`src/rtl/fc_argmax_scorer.sv`:
```
// Serial argmax / loss scorer for the fully_connected score stream.
// Produces per-sample class prediction plus per-batch and running accuracy statistics.
module fc_argmax_scorer #(
    parameter int DATA_W      = 16,
    parameter int NUM_CLASSES = 10,
    parameter int CLASS_W     = 4,
    parameter int BATCH_SIZE  = 32,
    parameter int CNT_W       = 16
) (
    input  logic                   clk,
    input  logic                   reset,
    input  logic                   clear_stats,
    input  logic                   in_valid,
    output logic                   in_ready,
    input  logic [DATA_W-1:0]      in_data,
    input  logic [NUM_CLASSES-1:0] in_label,
    output logic                   out_valid,
    output logic [CLASS_W-1:0]     pred_class,
    output logic                   pred_correct,
    output logic                   label_err,
    output logic                   batch_done,
    output logic [31:0]            batch_loss,
    output logic [CNT_W-1:0]       batch_correct,
    output logic [31:0]            total_samples,
    output logic [31:0]            total_correct,
    output logic [1:0]             dbg_state
);

    localparam int BCNT_W = $clog2(BATCH_SIZE + 1);

    typedef enum logic [1:0] {IDLE = 2'd0, ACCUM = 2'd1, RESULT = 2'd2} state_t;

    // Handshake: an element transfers on a rising edge where in_valid && in_ready;
    // in_ready drops only in the RESULT cycle and while clear_stats is high.
    state_t                   state_q, state_d;
    logic [CLASS_W-1:0]       cnt_q;
    logic [NUM_CLASSES-1:0]   label_q;
    logic [DATA_W-1:0]        best_q;
    logic [CLASS_W-1:0]       best_idx_q;
    logic [31:0]              loss_q;
    logic [CLASS_W-1:0]       pred_class_q;
    logic                     pred_correct_q, label_err_q, bdone_q;
    logic [BCNT_W-1:0]        batch_cnt_q;
    logic [31:0]              acc_loss_q, batch_loss_q, tot_s_q, tot_c_q;
    logic [CNT_W-1:0]         acc_corr_q, batch_correct_q;

    logic                     accept, first, last, finish, upd, hit, label_nz, correct_d, batch_end;
    logic [CLASS_W-1:0]       k, true_idx, best_idx_d;
    logic [NUM_CLASSES-1:0]   cur_label;
    logic [DATA_W-1:0]        best_d;
    logic [31:0]              term, loss_d, acc_loss_sat;
    logic [32:0]              sum33;
    logic [CNT_W-1:0]         acc_corr_nxt;

    always_comb begin
        in_ready  = (state_q != RESULT) && !clear_stats;
        accept    = in_valid && in_ready;
        first     = (state_q == IDLE);
        k         = first ? '0 : cnt_q;
        cur_label = first ? in_label : label_q;
        label_nz  = |cur_label;
        true_idx  = '0;
        // Lowest set bit wins, so multi-hot labels resolve deterministically.
        for (int i = NUM_CLASSES - 1; i >= 0; i--) begin
            if (cur_label[i]) true_idx = CLASS_W'(i);
        end
        last         = (k == CLASS_W'(NUM_CLASSES - 1));
        finish       = accept && last;
        upd          = first || (in_data > best_q);
        best_d       = upd ? in_data : best_q;
        best_idx_d   = upd ? k : best_idx_q;
        hit          = label_nz && (k == true_idx);
        term         = 32'h0000_FFFF - 32'(in_data);
        loss_d       = hit ? term : (first ? 32'd0 : loss_q);
        correct_d    = label_nz && (best_idx_d == true_idx);
        sum33        = {1'b0, acc_loss_q} + {1'b0, loss_d};
        acc_loss_sat = sum33[32] ? 32'hFFFF_FFFF : sum33[31:0];
        acc_corr_nxt = acc_corr_q + CNT_W'(correct_d);
        batch_end    = (batch_cnt_q == BCNT_W'(BATCH_SIZE - 1));
        out_valid    = (state_q == RESULT) && !clear_stats;
        batch_done   = out_valid && bdone_q;
    end

    always_comb begin
        state_d = state_q;
        case (state_q)
            IDLE:    if (accept) state_d = last ? RESULT : ACCUM;
            ACCUM:   if (finish) state_d = RESULT;
            RESULT:  state_d = IDLE;
            default: state_d = IDLE;
        endcase
        if (clear_stats) state_d = IDLE;
    end

    // Sample statistics are committed on the last element's edge so they are
    // already visible in the RESULT cycle alongside out_valid.
    always_ff @(posedge clk or negedge reset) begin
        if (!reset) begin
            state_q         <= IDLE;
            cnt_q           <= '0;
            label_q         <= '0;
            best_q          <= '0;
            best_idx_q      <= '0;
            loss_q          <= '0;
            pred_class_q    <= '0;
            pred_correct_q  <= 1'b0;
            label_err_q     <= 1'b0;
            bdone_q         <= 1'b0;
            batch_cnt_q     <= '0;
            acc_loss_q      <= '0;
            acc_corr_q      <= '0;
            batch_loss_q    <= '0;
            batch_correct_q <= '0;
            tot_s_q         <= '0;
            tot_c_q         <= '0;
        end else begin
            state_q <= state_d;
            if (clear_stats) begin
                cnt_q           <= '0;
                bdone_q         <= 1'b0;
                batch_cnt_q     <= '0;
                acc_loss_q      <= '0;
                acc_corr_q      <= '0;
                batch_loss_q    <= '0;
                batch_correct_q <= '0;
                tot_s_q         <= '0;
                tot_c_q         <= '0;
            end else if (accept) begin
                cnt_q      <= k + CLASS_W'(1);
                best_q     <= best_d;
                best_idx_q <= best_idx_d;
                loss_q     <= loss_d;
                if (first) label_q <= in_label;
                if (finish) begin
                    pred_class_q   <= best_idx_d;
                    pred_correct_q <= correct_d;
                    label_err_q    <= !label_nz;
                    tot_s_q        <= tot_s_q + 32'd1;
                    tot_c_q        <= tot_c_q + 32'(correct_d);
                    bdone_q        <= batch_end;
                    if (batch_end) begin
                        batch_loss_q    <= acc_loss_sat;
                        batch_correct_q <= acc_corr_nxt;
                        acc_loss_q      <= '0;
                        acc_corr_q      <= '0;
                        batch_cnt_q     <= '0;
                    end else begin
                        acc_loss_q  <= acc_loss_sat;
                        acc_corr_q  <= acc_corr_nxt;
                        batch_cnt_q <= batch_cnt_q + BCNT_W'(1);
                    end
                end
            end
        end
    end

    assign pred_class    = pred_class_q;
    assign pred_correct  = pred_correct_q;
    assign label_err     = label_err_q;
    assign batch_loss    = batch_loss_q;
    assign batch_correct = batch_correct_q;
    assign total_samples = tot_s_q;
    assign total_correct = tot_c_q;
    assign dbg_state     = state_q;

endmodule

```
`config.mk`:
```
export PLATFORM = sky130hd
export DESIGN_NAME = fc_argmax_scorer
export DESIGN_NICKNAME = d
export VERILOG_FILES = /design/src/rtl/fc_argmax_scorer.sv
export SDC_FILE = /design/constraint.sdc
export NUM_CORES = 1
export LEC_CHECK = 0
export ABC_AREA = 0
export ABC_CLOCK_PERIOD_IN_PS = 7030
export BUFFER_PORTS_ARGS = -buffer_cell sky130_fd_sc_hd__buf_2
export CORE_MARGIN = 2
export CORE_UTILIZATION = 30
export DETAILED_ROUTE_END_ITERATION = 7
export HOLD_SLACK_MARGIN = 0.12
export SLEW_MARGIN = 30
export SYNTH_ARGS = -nofsm -noshare
export SYNTH_HDL_FRONTEND = slang
export SYNTH_SLANG_ARGS = --single-unit
```
`constraint.sdc`:
```
create_clock -name clk -period 7.03 [get_ports clk]
set_clock_uncertainty 0.05 [all_clocks]
set_input_delay 0.3515 -clock clk [delete_from_list [all_inputs] [get_ports clk]]
set_output_delay 0.3515 -clock clk [all_outputs]
set_load 0.01 [all_outputs]
```
==> run summary <==
outcome: finished, final reports clean
worst path bufs/invs: 2
slew at the pin with the worst max-slew slack: 905 ps
number of flops mapped to enable cells by yosys: 0
Post-Place Setup Slack: 1130 ps
clock latency on the worst-skew pair: 550 ps
via density per instance: 5.01
relative contribution of sequential cells to total power: 0.427
CTS sink count: 241
commonest non-fill, non-tap cells in the layout: dfrtp_1, buf_2, o21ai_0
largest area contributor in the netlist: dfrtp_1
fraction of layout cells with a size suffix above 1: 0.178
clock share of power: 0.454
synthesized area divided by synthesized cell count: 9.41 sq um
area share of and/or/nand/nor cells after synthesis: 0.201
total wirelength of the detailed-routed design: 35600 um
global routing usage summed across all routing layers: 0.158
post-synthesis adder-cell area fraction: 0.0554
Synth warnings: 0
maximum level of the CTS H-tree: 1
fraction of power consumed by combinational cells: 0.119
Cell Area, Placed: 14400 sq um
area of all placed cells without fillers: 15700 sq um
final-report max-slew violation count: 0
average routed wire per standard cell: 16.5 um
die outline height: 212 um
total of flip-flops plus latches after synthesis: 241
cells taking the most area after synthesis: dfrtp_1, o21ai_0, ha_1, nand2_1, nor2_1
worst hold-check path type: input pin to async pin
netlist area before placement: 13000 sq um
gr ovfl total: 0
Rel. slew slack: 0.394
power density over the cells: 221 nW/um^2
most common cell after layout, fill and taps aside: dfrtp_1
Cell variety after synth: 77
final cycle utilization of the critical path: 0.837
Mapped Cells: 1382
clock period minus final worst setup slack: 5880 ps
Arr. time, crit path: 6250 ps
area of the core: 42900 sq um
share of the core filled with cells in the final layout: 0.366
first-pass GRT wire length: 57700 um
number of max-cap violations: 0
floorplan die area: 45000 sq um
antenna violations before repair: 1
leading register cell type out of synthesis: dfrtp_1
cell-internal power: 2.57 mW
post-synthesis to final-layout area growth: 20.7%
remaining routing DRC violations: 0
Via Count: 10800
number of global-route vias before repair: 10600
# IOs: 153
HPWL reported at the end of detailed placement: 24600 um
Routed Antenna Nets: 0
clock transition at the registers of the reported paths: 60 ps
starting DRC count in detailed routing: 737
reg-to-reg critical path startpoint: dbg_state[1]$_DFFE_PN0P_
switching fraction of total power: 0.258
x dimension of the die: 212 um
setup repair after global routing missed its margin: false
slack of the worst reg-to-reg path: 1150 ps
final RePlAce weighted congestion: 0.866
Max clock buf depth: 3
Cell Chain, Critical Path: or2_1 > a21oi_4 > and2b_1 > o21ai_2 > mux2i_1 > a22oi_1 > or2_1 > buf_4 > nand3_1 > o21ai_1 > ha_1 > a21oi_1 > o21ai_0 > a31o_2 > a22oi_1 > a21boi_1 > o31ai_1 > o21a_1 > buf_12 > nor2b_1 > o21ai_0
Starting Density: 0.303
switching power: 0.894 mW
pin count of the biggest net entering global routing: 83
max incr delay on CP: 520 ps
crit path max-delay cell type: dfrtp_1
crit path setup slack, layout: 1150 ps
Port-buffer cells: 152
setup violation total in the final timing report: 0
complex-gate fraction of the synthesized area: 0.163
share of synthesized area spent on multiplexers: 0.0307
Data required, critical path: 7390 ps
FF-to-FF path depth: 21
aggregate negative setup slack: 0 ps
num rows: 76
category of cells accounting for the largest share of critical-path delay: compound AO/OA/AOI/OAI gates
number of nets at the end of the flow: 1630
maximum fanout count along the critical path: 22
portion of synthesized cell area occupied by the leading cell type: 0.464
Critical Path Start Type: flop
Critical Path End Type: flop
clock buffer count from CTS: 29
maximum operating frequency: 170 MHz
fraction of synthesized cell area in xor and xnor cells: 0.0525
proportion of synthesized chip area in sequential cells: 0.464
net count after synthesis: 1469
dominant combinational cell family by area after synthesis: simple AND/OR/NAND/NOR gates
worst setup path category: flop to flop
CTS root buffer: clkbuf_16
end of the worst register-to-register path: acc_loss_q[1]$_DFFE_PN0P_
total count of hold-check failures in the final report: 0
proportion of register bits with asynchronous set or reset after synthesis: 1.00
CTS resizes: 0
worst vdd rail ir drop: 0.170 mV
clock tree from TritonCTS: yes
TritonRoute pass-1 iters: 5
leakage power summed over all cells: 7.50 nW
==> synth_stat cells, drive strengths merged (3+ instances only) <==
| master | n |
|---|---|
| a22oi | 4 |
| o31ai | 11 |
| a21o | 22 |
| a31oi | 5 |
| xor2 | 40 |
| and4 | 9 |
| nor4 | 10 |
| nor3b | 4 |
| nor2 | 122 |
| nand2 | 142 |
| o21ai | 175 |
| or4 | 4 |
| nor2b | 4 |
| o21a | 6 |
| xnor2 | 38 |
| mux2i | 14 |
| nand3b | 28 |
| clkbuf | 51 |
| mux2 | 23 |
| nand4 | 20 |
| a21boi | 7 |
| o211ai | 11 |
| o22ai | 3 |
| inv | 37 |
| a211oi | 5 |
| a21oi | 54 |
| ha | 56 |
| or2 | 4 |
| or3 | 12 |
| a31o | 8 |
| nand3 | 75 |
| a22o | 8 |
| and3 | 32 |
| nand2b | 5 |
| nor3 | 11 |
| and2 | 38 |
| buf | 17 |
| dfrtp | 241 |
==> stage by stage <==
step,hold slack [ps],cells,total power [mW]
after floorplan,5.91,1382,1.77
after global placement,405,2068,1.89
after global routing,250,2149,3.62
after CTS,226,2149,3.52
after detailed placement,240,2069,1.90
final,235,2150,3.46
==> worst max path at each step <==
stage                                   startpoint                          to  slack (ps)  depth (start not counted)
after detailed placement  dbg_state[1]$_DFFE_PN0P_   batch_loss[4]$_DFFE_PN0P_        1130                         21
after CTS                 dbg_state[1]$_DFFE_PN0P_   batch_loss[4]$_DFFE_PN0P_        1090                         21
after global routing      dbg_state[1]$_DFFE_PN0P_  batch_loss[21]$_DFFE_PN0P_         660                         22
after global placement    dbg_state[1]$_DFFE_PN0P_   batch_loss[1]$_DFFE_PN0P_        1220                         20
after floorplan           dbg_state[1]$_DFFE_PN0P_  acc_loss_q[22]$_DFFE_PN0P_        2080                         25
final                     dbg_state[1]$_DFFE_PN0P_   acc_loss_q[1]$_DFFE_PN0P_        1150                         21
==> what timing repair did <==
item	4_1_cts	5_1_grt
hold buffers	28	0
buffers inserted	0	0
endpoints found under the hold margin	169	0
==> per-layer routing <==
metal	track usage	up-vias	part of all wire
met5	0	-	0
met4	0.0316	0	0.016
met3	0.0244	41	0.044
met2	0.257	220	0.46
met1	0.222	5271	0.48
li1	-	5234	-
==> worst register-to-register path, stage by stage (launching register included) <==
cell,delay [ps]
dfrtp_1,520
or2_1,460
a21oi_4,290
and2b_1,240
o21ai_2,290
mux2i_1,120
a22oi_1,210
or2_1,440
buf_4,320
nand3_1,100
o21ai_1,220
ha_1,360
a21oi_1,240
o21ai_0,130
a31o_2,270
a22oi_1,130
a21boi_1,330
o31ai_1,150
o21a_1,300
buf_12,250
nor2b_1,200
o21ai_0,110
==> cells by family (layout without fill, tap and decap cells) <==
family / Yosys count / count (layout)
flip-flops: 241 / 241
AND/OR/NAND/NOR: 523 / 523
adder cells (fa/ha/maj): 57 / 57
other: 0 / 1
multiplexers: 37 / 37
XOR/XNOR: 78 / 78
buffers and inverters: 105 / 287
AO/OA/AOI/OAI: 341 / 341
==> cell type report <==
class	instances	area, sq um
Clock inverter	11	158
Antenna cell	1	2.50
Fill cell	4379	27200
Inverter	37	139
Clock buffer	41	841
Tap cell	585	732
Timing Repair Buffer	198	1220
Multi-Input combinational cell	1036	6580
Sequential cell	241	6030
==> power by group through the flow <==
stage / Clock [mW] / Combinational, mW / Sequential (mW)
after floorplan: 0 / 0.275 / 1.49
after global placement: 0 / 0.392 / 1.50
after detailed placement: 0 / 0.403 / 1.50
after CTS: 1.62 / 0.416 / 1.48
after global routing: 1.67 / 0.465 / 1.48
final: 1.57 / 0.414 / 1.48
==> registers in the layout, indices dropped and copies added (netlist names), 16 cells and up <==
register	cells
loss_q	32
total_samples	32
total_correct	32
acc_loss_q	32
batch_correct	16
acc_corr_q	16
best_q	16
batch_loss	32
Power figures use the tool's default switching activity.
